## src/rtl/demux_rr_scheduler.sv

```systemverilog
// Scheduler in front of the 1-to-4 demux: accepts one valid/ready word,
// picks a channel (round-robin over enabled channels, or caller-addressed),
// then holds select and data until that channel accepts the word.

// One channel's offer flag: raised when a word is committed to this channel,
// dropped at the edge where the channel accepts it.
module demux_rr_lane #(
    parameter logic [1:0] CH = 2'd0
) (
    input  logic       clk,
    input  logic       rst,
    input  logic       load,
    input  logic [1:0] tgt,
    input  logic       ready,
    output logic       valid
);

    // Offer flag: set on commit to this channel, cleared on acceptance.
    always_ff @(posedge clk) begin
        if (rst)
            valid <= 1'b0;
        else if (load && (tgt == CH))
            valid <= 1'b1;
        else if (ready)
            valid <= 1'b0;
    end

endmodule

module demux_rr_scheduler #(
    parameter int W     = 8,
    parameter int CNT_W = 8
) (
    input  logic             clk,
    input  logic             rst,
    input  logic [W-1:0]     in_data,
    input  logic             in_valid,
    output logic             in_ready,
    input  logic [1:0]       in_sel,
    input  logic             mode,
    input  logic [3:0]       en_mask,
    output logic [1:0]       s,
    output logic [W-1:0]     out_data,
    output logic [3:0]       out_valid,
    input  logic [3:0]       out_ready,
    output logic             busy,
    output logic             err,
    output logic [CNT_W-1:0] xfer_cnt
);

    localparam int NUM_CH = 4;

    typedef enum logic {IDLE, SEND} state_t;

    state_t     state;
    logic [1:0] ptr;       // round-robin start point, moves only on completion
    logic [1:0] rr_tgt;
    logic       rr_hit;
    logic [1:0] tgt;
    logic       accept;
    logic       drop;      // addressed word aimed at a disabled channel
    logic       take;      // accepted word that will be sent
    logic       done;      // served channel accepts the held word this edge

    // Round-robin search: first enabled channel starting at ptr. Walking the
    // offsets from far to near lets the nearest enabled one win.
    always_comb begin
        logic [1:0] idx;
        rr_tgt = ptr;
        rr_hit = 1'b0;
        idx    = ptr;
        for (int k = NUM_CH - 1; k >= 0; k--) begin
            idx = ptr + 2'(k);
            if (en_mask[idx]) begin
                rr_tgt = idx;
                rr_hit = 1'b1;
            end
        end
    end

    // Target and handshake decode; inputs only matter while IDLE.
    always_comb begin
        tgt      = mode ? in_sel : rr_tgt;
        in_ready = (state == IDLE) && (mode || rr_hit);
        accept   = in_valid && in_ready;
        drop     = accept && mode && !en_mask[in_sel];
        take     = accept && !drop;
        done     = (state == SEND) && out_ready[s];
    end

    // Control FSM with registered select, data, status and counter.
    always_ff @(posedge clk) begin
        if (rst) begin
            state    <= IDLE;
            ptr      <= 2'd0;
            s        <= 2'd0;
            out_data <= '0;
            busy     <= 1'b0;
            err      <= 1'b0;
            xfer_cnt <= '0;
        end else begin
            err <= drop;
            case (state)
                IDLE: begin
                    if (take) begin
                        out_data <= in_data;
                        s        <= tgt;
                        busy     <= 1'b1;
                        state    <= SEND;
                    end
                end
                SEND: begin
                    // The committed word is never redirected; only its
                    // channel's ready ends the transfer.
                    if (done) begin
                        ptr      <= s + 2'd1;
                        xfer_cnt <= xfer_cnt + 1'b1;
                        busy     <= 1'b0;
                        state    <= IDLE;
                    end
                end
                default: state <= IDLE;
            endcase
        end
    end

    // Per-channel offer flags form the one-hot out_valid.
    for (genvar c = 0; c < NUM_CH; c++) begin : g_lane
        demux_rr_lane #(.CH(2'(c))) u_lane (
            .clk   (clk),
            .rst   (rst),
            .load  (take),
            .tgt   (tgt),
            .ready (out_ready[c]),
            .valid (out_valid[c])
        );
    end

endmodule

```

## config.mk

```make
export PLATFORM = sky130hd
export DESIGN_NAME = demux_rr_scheduler
export DESIGN_NICKNAME = d
export VERILOG_FILES = /design/src/rtl/demux_rr_scheduler.sv
export SDC_FILE = /design/constraint.sdc
export NUM_CORES = 1
export LEC_CHECK = 0
export BUFFER_PORTS_ARGS = -buffer_cell sky130_fd_sc_hd__buf_2
export CAP_MARGIN = 0
export CELL_PAD_IN_SITES_DETAIL_PLACEMENT = 1
export CELL_PAD_IN_SITES_GLOBAL_PLACEMENT = 1
export CORE_AREA = 2 2 49 96
export CTS_CLUSTER_SIZE = 10
export DETAILED_ROUTE_END_ITERATION = 6
export DIE_AREA = 0 0 51 98
export MAX_ROUTING_LAYER = met4
export PLACE_DENSITY_LB_ADDON = 0.1
export SKIP_LAST_GASP = 1
export SLEW_MARGIN = 20
export SYNTH_ARGS = -nofsm -noshare
export SYNTH_HDL_FRONTEND = slang
export SYNTH_SLANG_ARGS = --single-unit
```

## constraint.sdc

```tcl
create_clock -name clk -period 1.65 [get_ports clk]
set_input_delay 0.165 -clock clk [delete_from_list [all_inputs] [get_ports clk]]
set_output_delay 0.165 -clock clk [all_outputs]
set_load 0.05 [all_outputs]
```

---- Yosys cells after proc, flatten, opt, wreduce, memory -nomap -nowiden ----
Cells that the tools add are included.
word-level totals
  flip-flop bits (word level) ............. 27
  bits of input ports ..................... 22
  output and inout bits ................... 25
operators by class
  $add $sub $neg .......................... 5
  magnitude comparators ................... 6
  equality and inequality tests ........... 5
  multiplexer cells ....................... 35
  bitwise gates (word level) .............. 1
  reduce and logical (&&, ||, !) cells .... 21
operators by type and width
  kind                 number
  $mux 1               22
  $lt 2x3->1 const B   6
  $bmux 1 s2           6
  $logic_and 1x1->1    10
  $mux 2               5
  $add 8x1->8 const B  1
  $reduce_bool 2->1    4
  $reduce_and 2->1     3
  $add 2x1->2 const B  2
  $add 2x2->2 const B  2
  $eq 2x2->1 const B   2
  $ne 2x1->1 const B   2
  $pmux 1 s2           2
  $eq 2x1->1 const B   1
  $logic_not 1->1      2
  $logic_not 2->1      1
  $logic_or 1x1->1     1
  $not 1->1            1

---- Longest topological paths before layout ----
  word-level depth ........................ 16
  gate-level depth with buffers ........... 7
  mapped depth without buffers ............ 5

---- By module ----
A second synthesis with hierarchy kept.
second synthesis, totals
  cells, all modules ...................... 146
  area, all modules ....................... 1326.3 um^2
modules (own cells, without submodules)
  module                                 times used  cells each  area an instance (um^2)  sequential area each (um^2)
  demux_rr_scheduler                     1           130         1168.6                   460.4
  demux_rr_lane at g_lane[0].u_lane ...  2           4           40.0                     20.0
  demux_rr_lane at g_lane[1].u_lane ...  2           4           38.8                     20.0

---- Least setup slack after synthesis ----
No wires, ideal clock.
  path kind ............................... register to register
  from .................................... register s[1]
  to ...................................... register xfer_cnt[4]
  library setup time ...................... 129 ps
  data arrival time ....................... 1832 ps
  data required time ...................... 1521 ps
  slack ................................... -311 ps
  stages on the path, launching flop included .. 7
  path buffers ............................ 1
  clock period less this slack ............ 1961 ps
  cells stage by stage .................... dfxtp_1 -> mux4_2 -> and2_4 -> buf_6 -> nand4_2 -> xor2_1 -> nor2_1
between the ends
  longest elaborated chain between the ends .. 4
RTL lines
  item                               line  source
  start, declared                    42    output logic [1:0] s,
  start signal, assigned             107   s <= tgt;
  $bmux 1 s2                         88    done = (state == SEND) && out_ready[s];
  $mux 1 (implied by the code)       88
  $logic_and 1x1->1                  88
  $reduce_and 2->1 (no source line)  -
  end signal, assigned               117   xfer_cnt <= xfer_cnt + 1'b1;
  end, declared                      48    output logic [CNT_W-1:0] xfer_cnt
No other way between the ends. The select of a mux whose other input is x is not followed.
A chain may end at the register's enable or synchronous reset.

---- Worst setup path after layout ----
Ends and elaborated chain as after synthesis.

==> impl_metrics.toml <==
[final_layout]
synthToLayoutAreaGrowth_pct = 29.19
fin_cells = 243
final_common_cell = "buf_2"
nets = 213
final_core_util_pct = 39.05
fin_area_um2 = 1678
drive_gt1_share_pct = 39.68
final_cell_mix = "46 x buf_2, 25 x dfxtp_1, 24 x nor2_1, 10 x buf_4"
n_antenna_cell = 0

[sta]
fin_skew_ns = 0.005670
tightest_slew_ns = 0.3939
slew_headroom_pct = 73.69
setup_viol = 0
rsz0062_at_grt = "true"
period_needed_ns = 1.581
fin_crit_sh_pct = 95.83
setup_ws_ns = 0.06888
tns_ns = 0
hold_ws_ns = 0.1018
hold_viol = 0
fmax_mhz = 632.5
maxSlewViolCount = 0

[run]
cap_violations = 0

[clock_tree]
clk_path_buf_depth = 2
path_clk_slew_ns = 0.09
cts.sinks = 27
postCtsHoldBufs = 0
cts_tree = "built"
cts_buffers = 3
root_buffer = "clkbuf_8"
clock_latency_ns = 0.27
htreeDepth = 1

[global_routing]
top_usage_layer = "met2"
grt_use_met3_pct = 2.141
grtUsageTotal_pct = 15.07
first_global_vias = 1225
grtUsageMet1_pct = 15.16
grt_max_degree = 19
gr-usage-met2_pct = 27.97
antenna_found_initial = 0
grt_remaining_overflow = 0
grt_pass1_wl_mm = 5.671

[place]
place_inst = 232
io_buffers = 46
place_congestion = 0.7566
post-dp-hpwl_mm = 2.692
dpl-instance-area_um2 = 1568
dp_slack_ns = -0.01462

[routing]
drt-total-wl_mm = 3.508
wl_per_cell_um = 14.44
drtPass1Iterations = 4
ant_nets = 0
vias = 1171
drt_iter0_drc = 7
avgViaCountPerCell = 4.819
drc = 0

[pwr]
clkPwrFrac_pct = 25.3
power.internal_mw = 1.002
p_sw_mw = 0.4625
combinationalPowerShare_pct = 26.1
switching_share_pct = 31.58
total_power_mw = 1.464
p_leak_nw = 0.7877
ir_drop_mv = 0.5116
power-per-cell-area_nw_per_um2 = 872.7
p_seq_share_pct = 48.6

[setup_path]
cp.arrival_ns = 1.74
crit_type = "reg -> reg"
endpoint_kind = "register"
crit_fanout = 6
required_ns = 1.81
critPathLaunchType = "register"

[logic_synthesis]
synth-seq-cells = 27
syn_inst = 137
yosys_warnings = 0
syn_area_um2 = 1299
syn_avg_cell_area_um2 = 9.480
synthesis.nets = 160
synth_cell_types = 35
yosysSeqAreaShare_pct = 41.62

[outcome]
status = "complete, no violations"

[floorplanning]
start_util_pct = 30.23
die_w_um = 51
rows = 34
dieHeight_um = 98
die_area_um2 = 4998
core-area_um2 = 4297
ios = 47

[worst_hold_path]
min_path_type = "in -> reg"
## critical path, cell delays in order (launching register included)
cell and delay [ns]:
dfxtp_4 0.38, mux4_2 0.54, and2_2 0.25, nand4_2 0.11
xor2_1 0.15, nor2_1 0.05
## cells in the mapped netlist
master     count  area share [%]
nand4_1        3             1.4
or2b_1         1            0.58
nand4_2        2             1.9
xor2_1         6             4.0
o21ai_0        1            0.38
xnor2_1        2             1.3
buf_6          2             1.7
o311a_1        1            0.77
a21oi_1        8             3.1
nor2b_4        1             1.1
buf_1          1            0.29
nand2_1        7             2.0
inv_1          8             2.3
buf_4          5             2.9
and2_4         1            0.67
mux2i_1        8             6.2
a21boi_1       1            0.58
nor2_1        24             6.9
ha_1           1            0.96
nor2_4         1            0.87
a2111oi_2      1             1.2
nor3_1         1            0.38
clkbuf_1       2            0.58
or2_2          1            0.48
mux4_2         2             3.5
and3_1         2            0.96
a211oi_2       3             2.9
a211o_1        2             1.3
o32ai_1        3             2.0
nor3b_1        1            0.58
o22ai_1        1            0.48
a2111o_1       1            0.87
dfxtp_1       27              42
nand2b_1       4             1.9
a211oi_1       2             1.2
## path summary, 6_finish.rpt
kind / to / cells after the start / from / slack [ns]
max: xfer_cnt[4] / 5 / s[1] / 0.07
min: g_lane[2].u_lane.valid / 2 / out_ready[2] / 0.10
max reg2reg: xfer_cnt[4] / 5 / s[1] / 0.07
min reg2reg: g_lane[2].u_lane.valid / 2 / g_lane[2].u_lane.valid / 0.48
## layer usage
layer / wire, um / vias up
met5: 0 / -
met4: 59 / 0
met3: 177 / 5
met2: 1943 / 35
met1: 1329 / 556
li1: - / 575
## power by group through the flow
| stage | clock network, mW | logic (mW) | registers (mW) |
|---|---|---|---|
| 6_report | 0.371 | 0.382 | 0.712 |
| 5_1_grt | 0.418 | 0.412 | 0.717 |
| 4_1_cts | 0.390 | 0.358 | 0.712 |
| 3_5_place_dp | 0 | 0.356 | 0.727 |
| 3_3_place_gp | 0 | 0.352 | 0.725 |
| 2_1_floorplan | 0 | 0.182 | 0.805 |
## timing repair
| item | 4_1_cts | 5_1_grt |
|---|---|---|
| gates resized for setup | 0 | 0 |
| endpoints found under the setup margin | 0 | 5 |
| buffers inserted | 0 | 6 |
## sequential cells by signal, indices dropped and copies added (netlist names)
| signal | flops |
|---|---|
| busy | 1 |
| xfer_cnt | 8 |
| g_lane.u_lane.valid | 4 |
| err | 1 |
| out_data | 8 |
| ptr | 2 |
| s | 2 |
| state | 1 |
## cell families (layout without fill, tap and decap cells)
kind of cell    after synthesis  in the layout  share of synthesized area [%]
simple gates                 49             50                          19.85
flops                        27             27                          41.62
compound gates               24             24                          14.74
buf+inv                      18             69                          7.804
mux                          10             10                          9.634
xor+xnor                      8              8                          5.395
fa+ha+maj                     1              1                         0.9632
## area by class of cell
class                           count  area, um2
Sequential cell                    27      545.5
Timing Repair Buffer               57      325.3
Inverter                            8      30.03
Clock buffer                        4      45.04
Multi-Input combinational cell     93      664.4
Fill cell                         524       2619
Tap cell                           54      67.56
(Power assumes the default switching activity.)
